--- src/rtl/regfile_wb_arbiter_pkg.sv ---
// Shared widths, the x0 address and the registered write-stage payload used by the
// writeback arbiter and its scoreboard.
package regfile_wb_arbiter_pkg;

    localparam int unsigned XLEN         = 32;
    localparam int unsigned NREG         = 32;
    localparam int unsigned REG_ADDR_W   = 5;
    localparam int unsigned DEF_MAX_WAIT = 4;

    localparam logic [REG_ADDR_W-1:0] X0_ADDR = '0;

    // One register-file write as it leaves the arbiter; src_lsu marks load returns.
    typedef struct packed {
        logic                  en;
        logic                  src_lsu;
        logic [REG_ADDR_W-1:0] addr;
        logic [XLEN-1:0]       value;
    } wb_wr_t;

endpackage

--- src/rtl/regfile_wb_arbiter_scoreboard.sv ---
// wb_scoreboard: one busy bit per architectural register for loads in flight,
// with two decode read ports and the load-issue check port. Bit 0 never sets.
module wb_scoreboard
    import regfile_wb_arbiter_pkg::*;
(
    input  logic                  clk,
    input  logic                  reset,
    input  logic                  set_en,
    input  logic [REG_ADDR_W-1:0] set_addr,
    input  logic                  clr_en,
    input  logic [REG_ADDR_W-1:0] clr_addr,
    input  logic [REG_ADDR_W-1:0] rs1_addr,
    input  logic [REG_ADDR_W-1:0] rs2_addr,
    input  logic [REG_ADDR_W-1:0] issue_addr,
    output logic                  rs1_busy_c,
    output logic                  rs2_busy_c,
    output logic                  issue_busy_c
);

    logic [NREG-1:0] sb_q;
    logic [NREG-1:0] sb_d;

    // Clear first so that a same-cycle set of the same register wins.
    always_comb begin
        sb_d = sb_q;
        if (clr_en) begin
            sb_d[clr_addr] = 1'b0;
        end
        if (set_en) begin
            sb_d[set_addr] = 1'b1;
        end
        sb_d[0] = 1'b0;
    end

    always_ff @(posedge clk or negedge reset) begin
        if (!reset) begin
            sb_q <= '0;
        end else begin
            sb_q <= sb_d;
        end
    end

    assign rs1_busy_c   = sb_q[rs1_addr];
    assign rs2_busy_c   = sb_q[rs2_addr];
    assign issue_busy_c = sb_q[issue_addr];

endmodule

--- src/rtl/regfile_wb_arbiter.sv ---
// Arbitrates the single register-file write port between pipeline WB and the LSU,
// tracks in-flight loads for RAW stalls. Optional bypass: REGFILE_ARB_BYPASS_EN.
module regfile_wb_arbiter
    import regfile_wb_arbiter_pkg::*;
#(
    parameter int unsigned MAX_WAIT = DEF_MAX_WAIT
) (
    input  logic                  clk,
    input  logic                  reset,
    input  logic                  pipe_valid,
    output logic                  pipe_ready,
    input  logic [REG_ADDR_W-1:0] pipe_rd,
    input  logic [XLEN-1:0]       pipe_data,
    input  logic                  lsu_valid,
    output logic                  lsu_ready,
    input  logic [REG_ADDR_W-1:0] lsu_rd,
    input  logic [XLEN-1:0]       lsu_data,
    input  logic                  ld_issue_valid,
    output logic                  ld_issue_ready,
    input  logic [REG_ADDR_W-1:0] ld_issue_rd,
    input  logic [REG_ADDR_W-1:0] rs1_addr,
    input  logic [REG_ADDR_W-1:0] rs2_addr,
    output logic                  rs1_busy,
    output logic                  rs2_busy,
    output logic                  rf_write_en,
    output logic [REG_ADDR_W-1:0] rf_write_addr,
    output logic [XLEN-1:0]       rf_write_value,
    output logic                  rs1_fwd_valid,
    output logic [XLEN-1:0]       rs1_fwd_data,
    output logic                  rs2_fwd_valid,
    output logic [XLEN-1:0]       rs2_fwd_data
);

    localparam int unsigned CNT_W = $clog2(MAX_WAIT + 2);

    logic             grant_pipe;
    logic             grant_lsu;
    logic [CNT_W-1:0] wait_q;
    logic [CNT_W-1:0] wait_d;
    wb_wr_t           wr_q;
    wb_wr_t           wr_d;
    logic             sb_rs1;
    logic             sb_rs2;
    logic             sb_issue;

    // Pipeline wins unless it is idle or the LSU has lost MAX_WAIT cycles in a row.
    always_comb begin
        grant_lsu  = lsu_valid && (!pipe_valid || (wait_q >= CNT_W'(MAX_WAIT)));
        grant_pipe = pipe_valid && !grant_lsu;

        wait_d = '0;
        if (lsu_valid && !grant_lsu) begin
            wait_d = (wait_q >= CNT_W'(MAX_WAIT)) ? wait_q : wait_q + CNT_W'(1);
        end

        wr_d         = wr_q;
        wr_d.en      = 1'b0;
        wr_d.src_lsu = 1'b0;
        if (grant_lsu) begin
            wr_d.en      = (lsu_rd != X0_ADDR);
            wr_d.src_lsu = 1'b1;
            wr_d.addr    = lsu_rd;
            wr_d.value   = lsu_data;
        end else if (grant_pipe) begin
            wr_d.en    = (pipe_rd != X0_ADDR);
            wr_d.addr  = pipe_rd;
            wr_d.value = pipe_data;
        end
    end

    always_ff @(posedge clk or negedge reset) begin
        if (!reset) begin
            wait_q <= '0;
            wr_q   <= '0;
        end else begin
            wait_q <= wait_d;
            wr_q   <= wr_d;
        end
    end

    // Busy bit drops at the same edge the register file commits the load data.
    wb_scoreboard u_scoreboard (
        .clk          (clk),
        .reset        (reset),
        .set_en       (ld_issue_valid && ld_issue_ready),
        .set_addr     (ld_issue_rd),
        .clr_en       (wr_q.en && wr_q.src_lsu),
        .clr_addr     (wr_q.addr),
        .rs1_addr     (rs1_addr),
        .rs2_addr     (rs2_addr),
        .issue_addr   (ld_issue_rd),
        .rs1_busy_c   (sb_rs1),
        .rs2_busy_c   (sb_rs2),
        .issue_busy_c (sb_issue)
    );

    assign pipe_ready     = pipe_valid ? grant_pipe : 1'b1;
    assign lsu_ready      = grant_lsu;
    assign ld_issue_ready = !sb_issue || (ld_issue_rd == X0_ADDR);

    assign rf_write_en    = wr_q.en;
    assign rf_write_addr  = wr_q.addr;
    assign rf_write_value = wr_q.value;

`ifdef REGFILE_ARB_BYPASS_EN
    assign rs1_fwd_valid = wr_q.en && (wr_q.addr == rs1_addr) && (rs1_addr != X0_ADDR);
    assign rs2_fwd_valid = wr_q.en && (wr_q.addr == rs2_addr) && (rs2_addr != X0_ADDR);
    assign rs1_fwd_data  = wr_q.value;
    assign rs2_fwd_data  = wr_q.value;
    assign rs1_busy      = sb_rs1 && !rs1_fwd_valid;
    assign rs2_busy      = sb_rs2 && !rs2_fwd_valid;
`else
    assign rs1_fwd_valid = 1'b0;
    assign rs2_fwd_valid = 1'b0;
    assign rs1_fwd_data  = '0;
    assign rs2_fwd_data  = '0;
    assign rs1_busy      = sb_rs1;
    assign rs2_busy      = sb_rs2;
`endif

endmodule

--- config.mk ---
export PLATFORM = sky130hd
export DESIGN_NAME = regfile_wb_arbiter
export DESIGN_NICKNAME = d
export VERILOG_FILES = /design/src/rtl/regfile_wb_arbiter_pkg.sv /design/src/rtl/regfile_wb_arbiter_scoreboard.sv /design/src/rtl/regfile_wb_arbiter.sv
export SDC_FILE = /design/constraint.sdc
export NUM_CORES = 1
export LEC_CHECK = 0
export ABC_AREA = 1
export CAP_MARGIN = 5
export CORE_ASPECT_RATIO = 0.6
export CORE_MARGIN = 2
export CORE_UTILIZATION = 41
export DETAILED_ROUTE_END_ITERATION = 8
export PLACE_DENSITY = 0.79
export SLEW_MARGIN = 25
export SYNTH_ARGS = -nofsm -noshare
export SYNTH_HDL_FRONTEND = slang
export SYNTH_SLANG_ARGS = --single-unit
--- constraint.sdc ---
create_clock -name clk -period 1.7 [get_ports clk]
set_input_delay 0.425 -clock clk [delete_from_list [all_inputs] [get_ports clk]]
set_output_delay 0.425 -clock clk [all_outputs]
set_load 0.005 [all_outputs]
# ---- Word-level counts from Yosys, hierarchy flattened
# Cells that the tools add are included.
dict set report totals {
  reg_bits 73
  inputBits 94
  output_inout_bits 109
  elab_cells 54
}
dict set report op_classes {
  n_addsub 1
  n_lt_le_gt_ge 7
  eq_ne 1
  n_mux 20
  bitwise 3
  reduce_logical 16
}
# operator n
set op_table {}
lappend op_table {{two-way mux 37 bit} 2}
lappend op_table {{two-way mux 32 bit} 2}
lappend op_table {{bitwise AND 32 bit} 1}
lappend op_table {{NOT 32 bit} 1}
lappend op_table {{OR 32 bit} 1}
lappend op_table {{< comparator 5 x 6 -> 1 bit (second input constant)} 4}
lappend op_table {{binary-select mux 1 bit (select 5 bit)} 3}
lappend op_table {{demux 1 bit (select 5 bit)} 2}
lappend op_table {{>= comparator 5 x 1 -> 1 bit (second input constant)} 2}
lappend op_table {{nonzero test 5 bit} 2}
lappend op_table {{two-way mux 1 bit} 9}
lappend op_table {{logical AND 1 bit} 7}
lappend op_table {{two-way mux 3 bit} 2}
lappend op_table {{logical NOT 5 bit} 1}
lappend op_table {{adder 3 x 1 -> 3 bit (second input constant)} 1}
lappend op_table {{>= comparator 3 bit (second input constant)} 1}
lappend op_table {{logical NOT 1 bit} 3}
lappend op_table {{logical OR 1 bit} 2}
lappend op_table {{inequality test 2 bit (second input constant)} 1}
lappend op_table {{nonzero test 2 bit} 1}

# ---- Depth between registers and ports, before layout
dict set report depth {
  word_depth 9
  mapped_depth 13
  ltp_nobuf 10
}

# ---- Modules after synthesis
# A second synthesis with hierarchy kept.
dict set report unflattened {
  cells_unflattened 705
  hier_area_um2 5068.6
}
# module n_inst cells_each area_each_um2 seq_area_each_um2
set by_module_without_submodules {}
lappend by_module_without_submodules {regfile_wb_arbiter 1 347 2777.7 1051.0}
lappend by_module_without_submodules {wb_scoreboard 1 358 2290.9 775.7}

# ---- Worst setup path after synthesis
# No wires, ideal clock.
dict set report synth_timing {
  path_kind {input to output}
  from {in ld_issue_rd[0]}
  to {out ld_issue_ready}
  t_arrival_ns 1.307
  required_time_ns 1.275
  slack_ns -0.032
  path_stages 11
  path_buffers 2
  cell_sequence {buf_6 > inv_4 > buf_6 > nand2_1 > nand2_1 > nand2_1 > nand2_1 > nand2_1 > nand2_2 > nor2_4 > and2_1}
}
dict set report synth_between {
  elab_chain_len 4
  word_cells_on_any_way 5
  classes_between {mux (2); reduce/logical (3)}
}
# item line_no
set synth_lines {}
lappend synth_lines {{start: declaration} regfile_wb_arbiter.sv:20} ;# input logic [REG_ADDR_W-1:0] ld_issue_rd,
lappend synth_lines {{binary-select mux 1 bit (select 5 bit)} regfile_wb_arbiter_scoreboard.sv:45} ;# assign issue_busy_c = sb_q[issue_addr];
lappend synth_lines {{two-way mux 1 bit (not written as such)} regfile_wb_arbiter_scoreboard.sv:45}
lappend synth_lines {{logical NOT 1 bit} regfile_wb_arbiter.sv:99} ;# assign ld_issue_ready = !sb_issue || (ld_issue_rd == X0_ADDR);
lappend synth_lines {{logical OR 1 bit *} regfile_wb_arbiter.sv:99}
lappend synth_lines {{end: declaration} regfile_wb_arbiter.sv:19} ;# output logic ld_issue_ready,
# Mark *: on every way between the ends. The rest lies on a longest branch, timed or not. The select of a mux whose other input is x is not followed.

# ---- Final worst setup path
dict set report layout_timing {
  from {reg u_scoreboard.sb_q[5]}
  to {out rs2_busy}
}
dict set report layout_between {
  elab_chain_len 2
}
# item line_no
set layout_lines {}
lappend layout_lines {{start: declaration} regfile_wb_arbiter_scoreboard.sv:20} ;# logic [NREG-1:0] sb_q;
lappend layout_lines {{start signal: assignment} regfile_wb_arbiter_scoreboard.sv:37} ;# sb_q <= '0;
lappend layout_lines {{start signal: assignment} regfile_wb_arbiter_scoreboard.sv:39} ;# sb_q <= sb_d;
lappend layout_lines {{binary-select mux 1 bit (select 5 bit)} regfile_wb_arbiter_scoreboard.sv:44} ;# assign rs2_busy_c = sb_q[rs2_addr];
lappend layout_lines {{two-way mux 1 bit (not written as such)} regfile_wb_arbiter_scoreboard.sv:44}
lappend layout_lines {{end: declaration} regfile_wb_arbiter.sv:24} ;# output logic rs2_busy,
# Every way passes these cells. The select of a mux whose other input is x is not followed.

==> results.txt <==
Mean post-synth cell area - 6.99 µm²
IO buf count - 136
Worst setup SP type - flop
Vias - 5544
Cell depth of the worst flop-to-flop path - 10
I/O pin count - 203
Violated checks - setup timing
Critical Path RT - 1.27 ns
Hold Path Class - in2async
Setup Skew - 0.00947 ns
Total global routing overflow - 0
Post-route setup slack - -0.261 ns
Fmax - 0.510 GHz
Post-placement setup slack - -0.981 ns
Post-layout nets - 998
Most frequent cells in the layout - nand2_1, clkdlybuf4s50_1, dfrtp_1
Worst R2R End - u_scoreboard.sb_q[18]
Global-route wire length before repair - 27.0 mm
WHS - 0.0126 ns
Clock slew at reported path FFs - 0.06 ns
WS Path Type - reg2out
Root Driver - clkbuf_16
Synth area leaders - dfrtp_1, nand2_1, buf_4
WL final - 16.8 mm
PD cells - 856 nW/µm²
Cell Area, Synth - 5290 µm²
Area of the multi-input gates - 2720 µm²
Total power - 0.00625 W
Antenna Nets Post-Route - 0
Register Area - 1830 µm²
DIE WIDTH - 151 µm
Area Growth Syn to Fin - 37.9%
Clk sinks - 73
Die Area - 13900 µm²
RSZ-0062 raised after global routing - yes
Antenna violations before repair - 1
Area share of the largest cell type after synthesis - 34.5%
Critical R2R Launch - u_scoreboard.sb_q[21]
Number of global-route vias before repair - 5225
Outcome - finished with violations
CP Capture Type - primary output
Fin crit share - 115%
CTS Hold Bufs - 0
DR WL/cell - 15.6 µm
DP Wirelength - 12.2 mm
Drc violations - 0
Worst Path Max Fanout - 3
GR Util All Layers - 24.9%
Commonest non-fill, non-tap cell in the layout - nand2_1
Cell taking the most area after synthesis - dfrtp_1
Pin count of the biggest net entering global routing - 46
Maximum level of the CTS H-tree - 3
Initial DRC Count - 645
Yosys Warn Count - 0
CTS buffer count - 9
# fillers - 1161
Worst skew pair latency - 0.33 ns
CTS tree - yes
Seq/Total Area, Yosys - 34.5%
Cell row count - 32
Layout cells sized above 1 - 16.3%
Total core area - 12700 µm²
Fin crit period - 1.96 ns
Post-Synthesis Cells - 757
Clk buf depth - 2
RD Place Congestion - 0.954
Worst IR drop on VDD - 432 µV
R2R setup slack - 0.10 ns
CP arrival - 1.54 ns
Starting Density - 41.6%
Vias per cell - 5.14
Die H - 92.0 µm
Final Setup Violations - 3
Yosys reg bits - 73
Fin. Hold Viols - 0
Fin. max-slew vios - 0
Number of max-cap violations - 0
Netlist cell types - 29
Leakage Power - 3.32 nW
Drt pass-1 iters - 6
cell usage after synthesis:
master,instances
a21oi_1,6
buf_6,8
buf_2,8
or2_2,2
o31ai_1,1
clkinv_1,5
nor3_1,8
and2_1,1
inv_4,1
o41ai_1,1
o21ai_1,1
nor4_1,1
nand4_1,31
nor2_2,1
a21boi_1,1
o221ai_1,4
clkbuf_1,17
nor2_4,2
o211ai_1,37
o21ai_0,39
nand3_1,58
buf_4,104
dfrtp_1,73
ha_1,2
conb_1,1
nor2_1,37
nand2_1,272
inv_1,34
nand2_2,1
cell families (layout without fill, tap and decap cells):
group | count (synthesis) | after routing | share of synthesized area (%)
adder cells (fa/ha/maj) | 2 | 2 | 0.473
AO/OA/AOI/OAI | 90 | 90 | 10.7
AND/OR/NAND/NOR | 414 | 414 | 32.9
other | 1 | 67 | 0.0708
buffers and inverters | 177 | 262 | 21.3
flip-flops | 73 | 73 | 34.5
area by class of cell:
class	instances	area share [%]
Multi-Input combinational cell	572	37.2
Timing Repair Buffer	204	27.9
Sequential cell	73	25.1
Clock buffer	9	3.09
Tap cell	170	2.91
Inverter	40	2.25
Clock inverter	7	1.37
Timing Repair inverter	2	0.103
Antenna cell	1	0.0343
state kept, by name, indices dropped and copies added, names as in the netlist:
signal,cells
rf_write_value,32
u_scoreboard.sb_q,31
rf_write_addr,5
wait_q,3
rf_write_en,1
wr_q,1
worst max path at each step:
| stage | endpoint | startpoint | slack, ns |
|---|---|---|---|
| 2_1_floorplan | ld_issue_ready | ld_issue_rd[0] | -0.02 |
| 3_3_place_gp | ld_issue_ready | ld_issue_rd[2] | -0.99 |
| 3_5_place_dp | rs1_busy | rs1_addr[1] | -0.98 |
| 4_1_cts | rs2_busy | u_scoreboard.sb_q[5] | -0.24 |
| 5_1_grt | rs2_busy | u_scoreboard.sb_q[5] | -0.34 |
| 6_report | rs2_busy | u_scoreboard.sb_q[5] | -0.26 |
routing by layer:
layer / global-route usage, % / vias up / share of wire [%]
li1: - / 2630 / -
met1: 34.3 / 2592 / 42
met2: 38.3 / 277 / 45
met3: 7.26 / 45 / 11
met4: 6.54 / 0 / 1.9
met5: 0 / - / 0
metrics by stage:
stage,setup TNS [ns],cells,cell area [µm²],utilization [%]
2_1_floorplan,-0.0204,822,5560,-
3_3_place_gp,-25.34,1050,6690,52.5
3_5_place_dp,-27.18,1050,6690,52.5
4_1_cts,-0.695,1077,7220,56.7
5_1_grt,-0.948,1078,7300,57.3
6_report,-0.775,1078,7300,57.3
report_power, final:
group / switching (W) / internal, W / leakage (nW)
Sequential: 0.000292 / 0.00201 / 0.804
Clock: 0.000777 / 0.00129 / 0.149
Combinational: 0.000928 / 0.000948 / 2.36
worst max-delay path: stages (launching register included):
cell and delay, ns:
dfrtp_1 0.43, buf_6 0.15, o211ai_1 0.15, nand3_1 0.09, nand3_1 0.10, nand2_1 0.06, nand2_1 0.06, nand2_1 0.05
buf_2 0.12
timing repair:
item	CTS	global route
cloned	4	0
gates resized for setup	87	27
pin swaps	10	12
setup buffers	7	0
endpoints found under the setup margin	42	5
Note: power is estimated with default switching activity, not from simulation.
